`config.mk`:
```
export PLATFORM = sky130hd
export DESIGN_NAME = uart_tx_ser
export DESIGN_NICKNAME = d
export VERILOG_FILES = /design/src/rtl/uart_tx_ser_pkg.sv /design/src/rtl/uart_tx_ser.sv
export SDC_FILE = /design/constraint.sdc
export NUM_CORES = 1
export LEC_CHECK = 0
export CORE_UTILIZATION = 40
export CTS_BUF_LIST = sky130_fd_sc_hd__clkbuf_16
export DETAILED_ROUTE_END_ITERATION = 10
export GPL_ROUTABILITY_DRIVEN = 0
export SYNTH_ARGS = -nofsm -noshare
export SYNTH_HDL_FRONTEND = slang
export SYNTH_SLANG_ARGS = --single-unit
```
`constraint.sdc`:
```
create_clock -name clk -period 2.2 [get_ports clk]
set_clock_uncertainty 0.15 [all_clocks]
set_input_delay 0.22 -clock clk [delete_from_list [all_inputs] [get_ports clk]]
set_output_delay 0.22 -clock clk [all_outputs]
set_load 0.005 [all_outputs]
```
`src/rtl/uart_tx_ser_pkg.sv`:
```
// Shared definitions for the UART serialiser: FSM encoding, data width
// and the index of the last data bit.
package uart_tx_ser_pkg;

    localparam int DATA_W = 8;
    localparam logic [2:0] BIT_LAST = 3'd7;

    typedef enum logic [2:0] {
        IDLE   = 3'd0,
        ARM    = 3'd1,
        START  = 3'd2,
        DATA   = 3'd3,
        PARITY = 3'd4,
        STOP   = 3'd5
    } tx_state_e;

endpackage

```
`src/rtl/uart_tx_ser.sv`:
```
// UART transmit serialiser: frames a byte as start, 8 data bits LSB first,
// optional even parity and stop, advancing one bit per txen pulse.
module uart_tx_ser
    import uart_tx_ser_pkg::*;
#(
    parameter bit PARITY_EN = 1'b0
) (
    input  logic              clk,
    input  logic              n_rst,
    input  logic              txen,
    input  logic              tx_start,
    input  logic [DATA_W-1:0] tx_data,
    output logic              tx_busy,
    output logic              tx_done,
    output logic              txd
);

    tx_state_e         state_q, state_d;
    logic [DATA_W-1:0] shreg_q, shreg_d;
    logic [2:0]        cnt_q, cnt_d;
    logic              par_q, par_d;
    logic              txd_q, txd_d;
    logic              done_q, done_d;

    always_ff @(posedge clk or negedge n_rst) begin
        if (!n_rst) begin
            state_q <= IDLE;
        end else begin
            state_q <= state_d;
        end
    end

    always_comb begin
        state_d = state_q;
        case (state_q)
            IDLE:    if (tx_start) state_d = ARM;
            ARM:     if (txen)     state_d = START;
            START:   if (txen)     state_d = DATA;
            DATA: begin
                if (txen && (cnt_q == BIT_LAST)) begin
                    state_d = PARITY_EN ? PARITY : STOP;
                end
            end
            PARITY:  if (txen)     state_d = STOP;
            STOP:    if (txen)     state_d = IDLE;
            default:               state_d = IDLE;
        endcase
    end

    // Line value, shift register and bit counter only move on txen, so the
    // frame stretches or freezes with whatever cadence the baud block gives.
    always_comb begin
        shreg_d = shreg_q;
        cnt_d   = cnt_q;
        par_d   = par_q;
        txd_d   = txd_q;
        done_d  = 1'b0;
        case (state_q)
            IDLE: begin
                txd_d = 1'b1;
                if (tx_start) begin
                    shreg_d = tx_data;
                    par_d   = ^tx_data;
                    cnt_d   = 3'd0;
                end
            end
            ARM: begin
                if (txen) txd_d = 1'b0;
            end
            START: begin
                if (txen) begin
                    txd_d   = shreg_q[0];
                    shreg_d = shreg_q >> 1;
                    cnt_d   = 3'd0;
                end
            end
            DATA: begin
                if (txen) begin
                    if (cnt_q == BIT_LAST) begin
                        txd_d = PARITY_EN ? par_q : 1'b1;
                    end else begin
                        txd_d   = shreg_q[0];
                        shreg_d = shreg_q >> 1;
                        cnt_d   = cnt_q + 3'd1;
                    end
                end
            end
            PARITY: begin
                if (txen) txd_d = 1'b1;
            end
            STOP: begin
                if (txen) begin
                    txd_d  = 1'b1;
                    done_d = 1'b1;
                end
            end
            default: txd_d = 1'b1;
        endcase
    end

    always_ff @(posedge clk or negedge n_rst) begin
        if (!n_rst) begin
            shreg_q <= '0;
            cnt_q   <= 3'd0;
            par_q   <= 1'b0;
            txd_q   <= 1'b1;
            done_q  <= 1'b0;
        end else begin
            shreg_q <= shreg_d;
            cnt_q   <= cnt_d;
            par_q   <= par_d;
            txd_q   <= txd_d;
            done_q  <= done_d;
        end
    end

    assign txd     = txd_q;
    assign tx_done = done_q;
    assign tx_busy = (state_q != IDLE);

endmodule

```
# Word-level counts from Yosys, hierarchy flattened
# Index checks and enable logic that the tools add are counted.
word_totals:
  reg_bits: 16
  output_inout_bits: 3
op_classes:
  addsub: 1
  eq_ne: 15
  n_mux: 24
  reduce_logical: 8
ops:
  columns: ["op", "count"]
  rows:
  - ["$mux W8", 4]
  - ["$mux W3", 9]
  - ["$pmux W8 S3", 1]
  - ["$pmux W3 S6", 1]
  - ["$ne A2 B2 Y1 const B", 8]
  - ["$eq A3 B3 Y1 const B", 3]
  - ["$pmux W3 S3", 1]
  - ["$mux W1", 7]
  - ["$eq A3 B2 Y1 const B", 2]
  - ["$reduce_and A6 Y1", 1]
  - ["$reduce_bool A3 Y1", 2]
  - ["$reduce_and A5 Y1", 1]
  - ["$pmux W1 S4", 1]
  - ["$reduce_and A4 Y1", 1]
  - ["$add A3 B1 Y3 const B", 1]
  - ["$eq A3 B1 Y1 const B", 1]
  - ["$logic_not A3 Y1", 1]
  - ["$ne A2 B1 Y1 const B", 1]
  - ["$reduce_or A2 Y1", 1]
  - ["$logic_and A1 B1 Y1", 1]

# Depth between registers and ports, before layout
logic_depth:
  depth_word: 4
  mapped_depth: 5

# Least setup slack after synthesis
# OpenSTA, ideal clock, no wires.
synth_path:
  kind: "flip-flop to flip-flop"
  startpoint: "register cnt_q[0]"
  endpoint: "register cnt_q[0]"
  arrival_time_ps: 1307
  path_slack_ps: 664
  path_stages_with_launch: 5
  path_buffers: 0
  cell_sequence: "dfrtp_1 > ha_1 > ha_1 > nor4b_2 > a2bb2oi_1"
synth_between:
  elab_chain_len: 4
  word_cells_on_any_way: 7
  cone_classes: "add/sub (1); eq/ne (2); mux (3); reduce/logical (1)"
synth_lines:
  columns: ["element", "line", "rtl"]
  rows:
  - ["start: declaration", "uart_tx_ser.sv:20", "logic [2:0] cnt_q, cnt_d;"]
  - ["start signal: assignment", "uart_tx_ser.sv:110", "cnt_q <= cnt_d;"]
  - ["$add A3 B1 Y3", "uart_tx_ser.sv:84", "cnt_d = cnt_q + 3'd1;"]
  - ["$mux W3", "uart_tx_ser.sv:79", "if (cnt_q == BIT_LAST) begin"]
  - ["$mux W3", "uart_tx_ser.sv:78", "if (txen) begin"]
  - ["$pmux W3 S3", "uart_tx_ser.sv:58", "case (state_q)"]
# Several ways; a longest one is shown, not always the timed one. The select of a mux whose other input is x is not followed.
# A chain may end at the register's enable or synchronous reset.

# Final worst setup path
layout_path:
  startpoint: "register state_q[1]"
  endpoint: "output tx_busy"
layout_between:
  elab_chain_len: 1
layout_lines:
  columns: ["element", "line", "rtl"]
  rows:
  - ["start: declaration", "uart_tx_ser.sv:18", "tx_state_e state_q, state_d;"]
  - ["start signal: assignment", "uart_tx_ser.sv:29", "state_q <= state_d;"]
  - ["$reduce_bool A3 Y1", "uart_tx_ser.sv:119", "assign tx_busy = (state_q != IDLE);"]
  - ["end: declaration", "uart_tx_ser.sv:13", "output logic tx_busy,"]
# No other way between the ends.

==> run_results.csv <==
group,metric,value,unit
power_and_ir_drop,p_seq_share,36.2,%
outcome,status,"finished, final reports clean",
power_and_ir_drop,vdd_ir_drop_max,0.000637,V
power_and_ir_drop,pwr_density_cell,1180,nW/um2
grt,grt_use_total,16.7,%
synthesis,ys.flop_type,"dfrtp_1",
synthesis,synth_seq_area_share,43.7,%
synthesis,yosysTopAreaCell,"dfrtp_1",
sta,relSlewSlack,72.0,%
detailed_routing,viasPerCell,5.76,
clock_tree,holdBufCountCts,0,
sta,min_period_over_period,91.1,%
power_and_ir_drop,p_switching,0.438,mW
synthesis,synth_top_area_share,40.9,%
sta,whs,0.142,ns
power_and_ir_drop,swShare,32.3,%
floorplan,die_h,49.9,um
detailed_routing,via_count,708,
worst_setup_path,critPathMaxStageDelay,0.50,ns
worst_setup_path,crit_path_start_kind,"flip-flop",
synthesis,synth.area.top_cells,"dfrtp_1 41%, mux2i_1 7.6%, a311oi_1 6.7%",
clock_tree,cts_buffers,3,
worst_hold_path,min_path_type,"in2async",
sta,hold_violations,0,
power_and_ir_drop,power.static_leakage,0.483,nW
power_and_ir_drop,power.total,1.35,mW
floorplan,rows,16,
clock_tree,cts_tree,"built",
cells_and_area,layout.nets,111,
synthesis,synth_edf_count,0,
sta,worst_pin_slew,0.418,ns
synthesis,synthCells,79,
detailed_routing,drt_iter0_drc,5,
worst_setup_path,path_cells,"or3_4, clkdlybuf4s50_1",
synthesis,synth_cell_type_count,35,
synthesis,yosysMostFrequentCell,"dfrtp_1",
synthesis,synth_warnings,0,
grt,grt_pass1_vias,649,
flow_run,max-cap-violations,0,
detailed_routing,firstDrtPassIters,4,
sta,post-route-min-period,2.01,ns
grt,antenna_found_initial,0,
synthesis,avgSynthCellArea,11.6,um2
sta,tns,0,ns
cells_and_area,area_growth,25.5,%
floorplan,fp.dieW,49.9,um
worst_setup_path,setup.worst_path.class,"reg2out",
sta,fin_ws,0.195,ns
clock_tree,clk_transition_reported_paths,0.05,ns
floorplan,core,2060,um2
detailed_routing,ant_nets,0,
sta,max_freq,499,MHz
place,post-place-ws,0.426,ns
power_and_ir_drop,clkPwrFrac,26.4,%
detailed_routing,wirelength,1820,um
clock_tree,clkLatencyLatePin,0.25,ns
synthesis,netlist_top_cells_count,"15 x dfrtp_1, 7 x a311oi_1, 7 x a31oi_1, 7 x mux2i_1",
detailed_routing,wl_per_cell,14.8,um
power_and_ir_drop,pwr-share-comb,37.4,%
power_and_ir_drop,p_int,0.917,mW
worst_setup_path,path_max_fanout,9,
sta,setup_viol,0,
grt,grt_start_max_net_pins,20,
worst_setup_path,endpoint_kind,"primary output",
synthesis,syn_nets,93,
cells_and_area,postLayoutCoreUtil,55.9,%
floorplan,initial_core_util,44.5,%
clock_tree,ctsResizeCount,0,
clock_tree,ctsLongestPathBuffers,2,
grt,grt_pass1_wl,3100,um
place,portBuffers,14,
clock_tree,clockRootBuffer,"clkbuf_16",
clock_tree,cts_sinks,16,
place,dpl.hpwl,1240,um
worst_setup_path,crit_arrival,1.64,ns
synthesis,ys_ff_latch,16,
cells_and_area,antenna_cells,0,
clock_tree,post_cts_buffers,0,
cells_and_area,drive_above_1_share,16.7,%
sta,drv_slew,0,
worst_setup_path,slowest_stage,"dfrtp_1",
floorplan,die_area,2490,um2
sta,rsz0062_at_grt,"no",
clock_tree,htreeDepth,1,
cells_and_area,final.fill_count,184,
grt,grt_remaining_overflow,0,
synthesis,synthesis.area,918,um2
floorplan,io_pins,15,
worst_setup_path,worstPathRequired,1.83,ns
detailed_routing,drc,0,
synthesis,async_reset_ff_share,100,%
==> area by class of cell <==
| class | instances | area [um2] | share of cell area (%) |
|---|---|---|---|
| Clock inverter | 1 | 3.75 | 0.326 |
| Tap cell | 27 | 33.8 | 2.93 |
| Timing Repair Buffer | 19 | 178 | 15.4 |
| Sequential cell | 16 | 402 | 34.9 |
| Inverter | 1 | 3.75 | 0.326 |
| Multi-Input combinational cell | 56 | 457 | 39.6 |
| Clock buffer | 3 | 75.1 | 6.51 |
==> power groups by stage <==
stage,logic [mW],clock network [mW],registers (mW)
after global placement,0.502,0,0.494
after floorplan,0.428,0,0.466
final,0.507,0.358,0.490
after CTS,0.510,0.370,0.490
after global routing,0.565,0.380,0.502
after detailed placement,0.507,0,0.493
==> metrics by stage <==
stage	cells	instance area (um2)
after floorplan	79	918
after global placement	119	1070
after detailed placement	119	1070
after CTS	123	1150
after global routing	123	1150
final	123	1150
==> logic make-up (layout without fill, tap and decap cells) <==
group	after synthesis	count (layout)	synth area share [%]
AO/OA/AOI/OAI	28	28	23.4
AND/OR/NAND/NOR	19	19	15.9
flip-flops	16	16	43.7
multiplexers	7	7	7.63
buffers and inverters	7	24	6.54
adder cells (fa/ha/maj)	2	2	2.72
==> per-layer routing <==
metal	share of wire, %	GRT usage [%]	wire, um	vias up
met5	0	0	0	-
met4	0.60	5.71	11	0
met3	3.8	4.63	70	2
met2	46	25.2	845	12
met1	49	22.8	894	345
li1	-	-	-	349
==> path summary, 6_finish.rpt <==
| check | end | slack, ns | depth (start not counted) | startpoint |
|---|---|---|---|---|
| min | cnt_q[2]$_DFFE_PN0P_ | 0.14 | 2 | n_rst |
| min in group clk | shreg_q[7]$_DFFE_PN0P_ | 0.36 | 1 | shreg_q[7]$_DFFE_PN0P_ |
| max reg2reg | cnt_q[0]$_DFFE_PN0P_ | 0.50 | 4 | cnt_q[0]$_DFFE_PN0P_ |
| max in group asynchronous | txd$_DFFE_PN1P_ | 1.51 | 2 | n_rst |
| min reg2reg | shreg_q[7]$_DFFE_PN0P_ | 0.36 | 1 | shreg_q[7]$_DFFE_PN0P_ |
| max | tx_busy | 0.19 | 2 | state_q[1]$_DFFE_PN0P_ |
==> critical path: cells and delay by family (launching register included) <==
family | cells | cell delay [ns]
flip-flops | 1 | 0.50
buffers and inverters | 1 | 0.45
AND/OR/NAND/NOR | 1 | 0.43
==> registers in the layout, summed over array words and instances (netlist names) <==
name / cells
cnt_q: 3
shreg_q: 8
state_q: 3
tx_done: 1
txd: 1
==> placed cells by master (no fill, tap or decap), types with 3 or more instances in the layout <==
cell             netlist  layout
a311oi_1               7       7
a31oi_1                7       7
buf_4                  0       5
clkbuf_16              0       3
clkdlybuf4s50_1        0      14
dfrtp_1               15      15
mux2i_1                7       7
o21ai_0                3       3
Power figures use the tool's default switching activity.
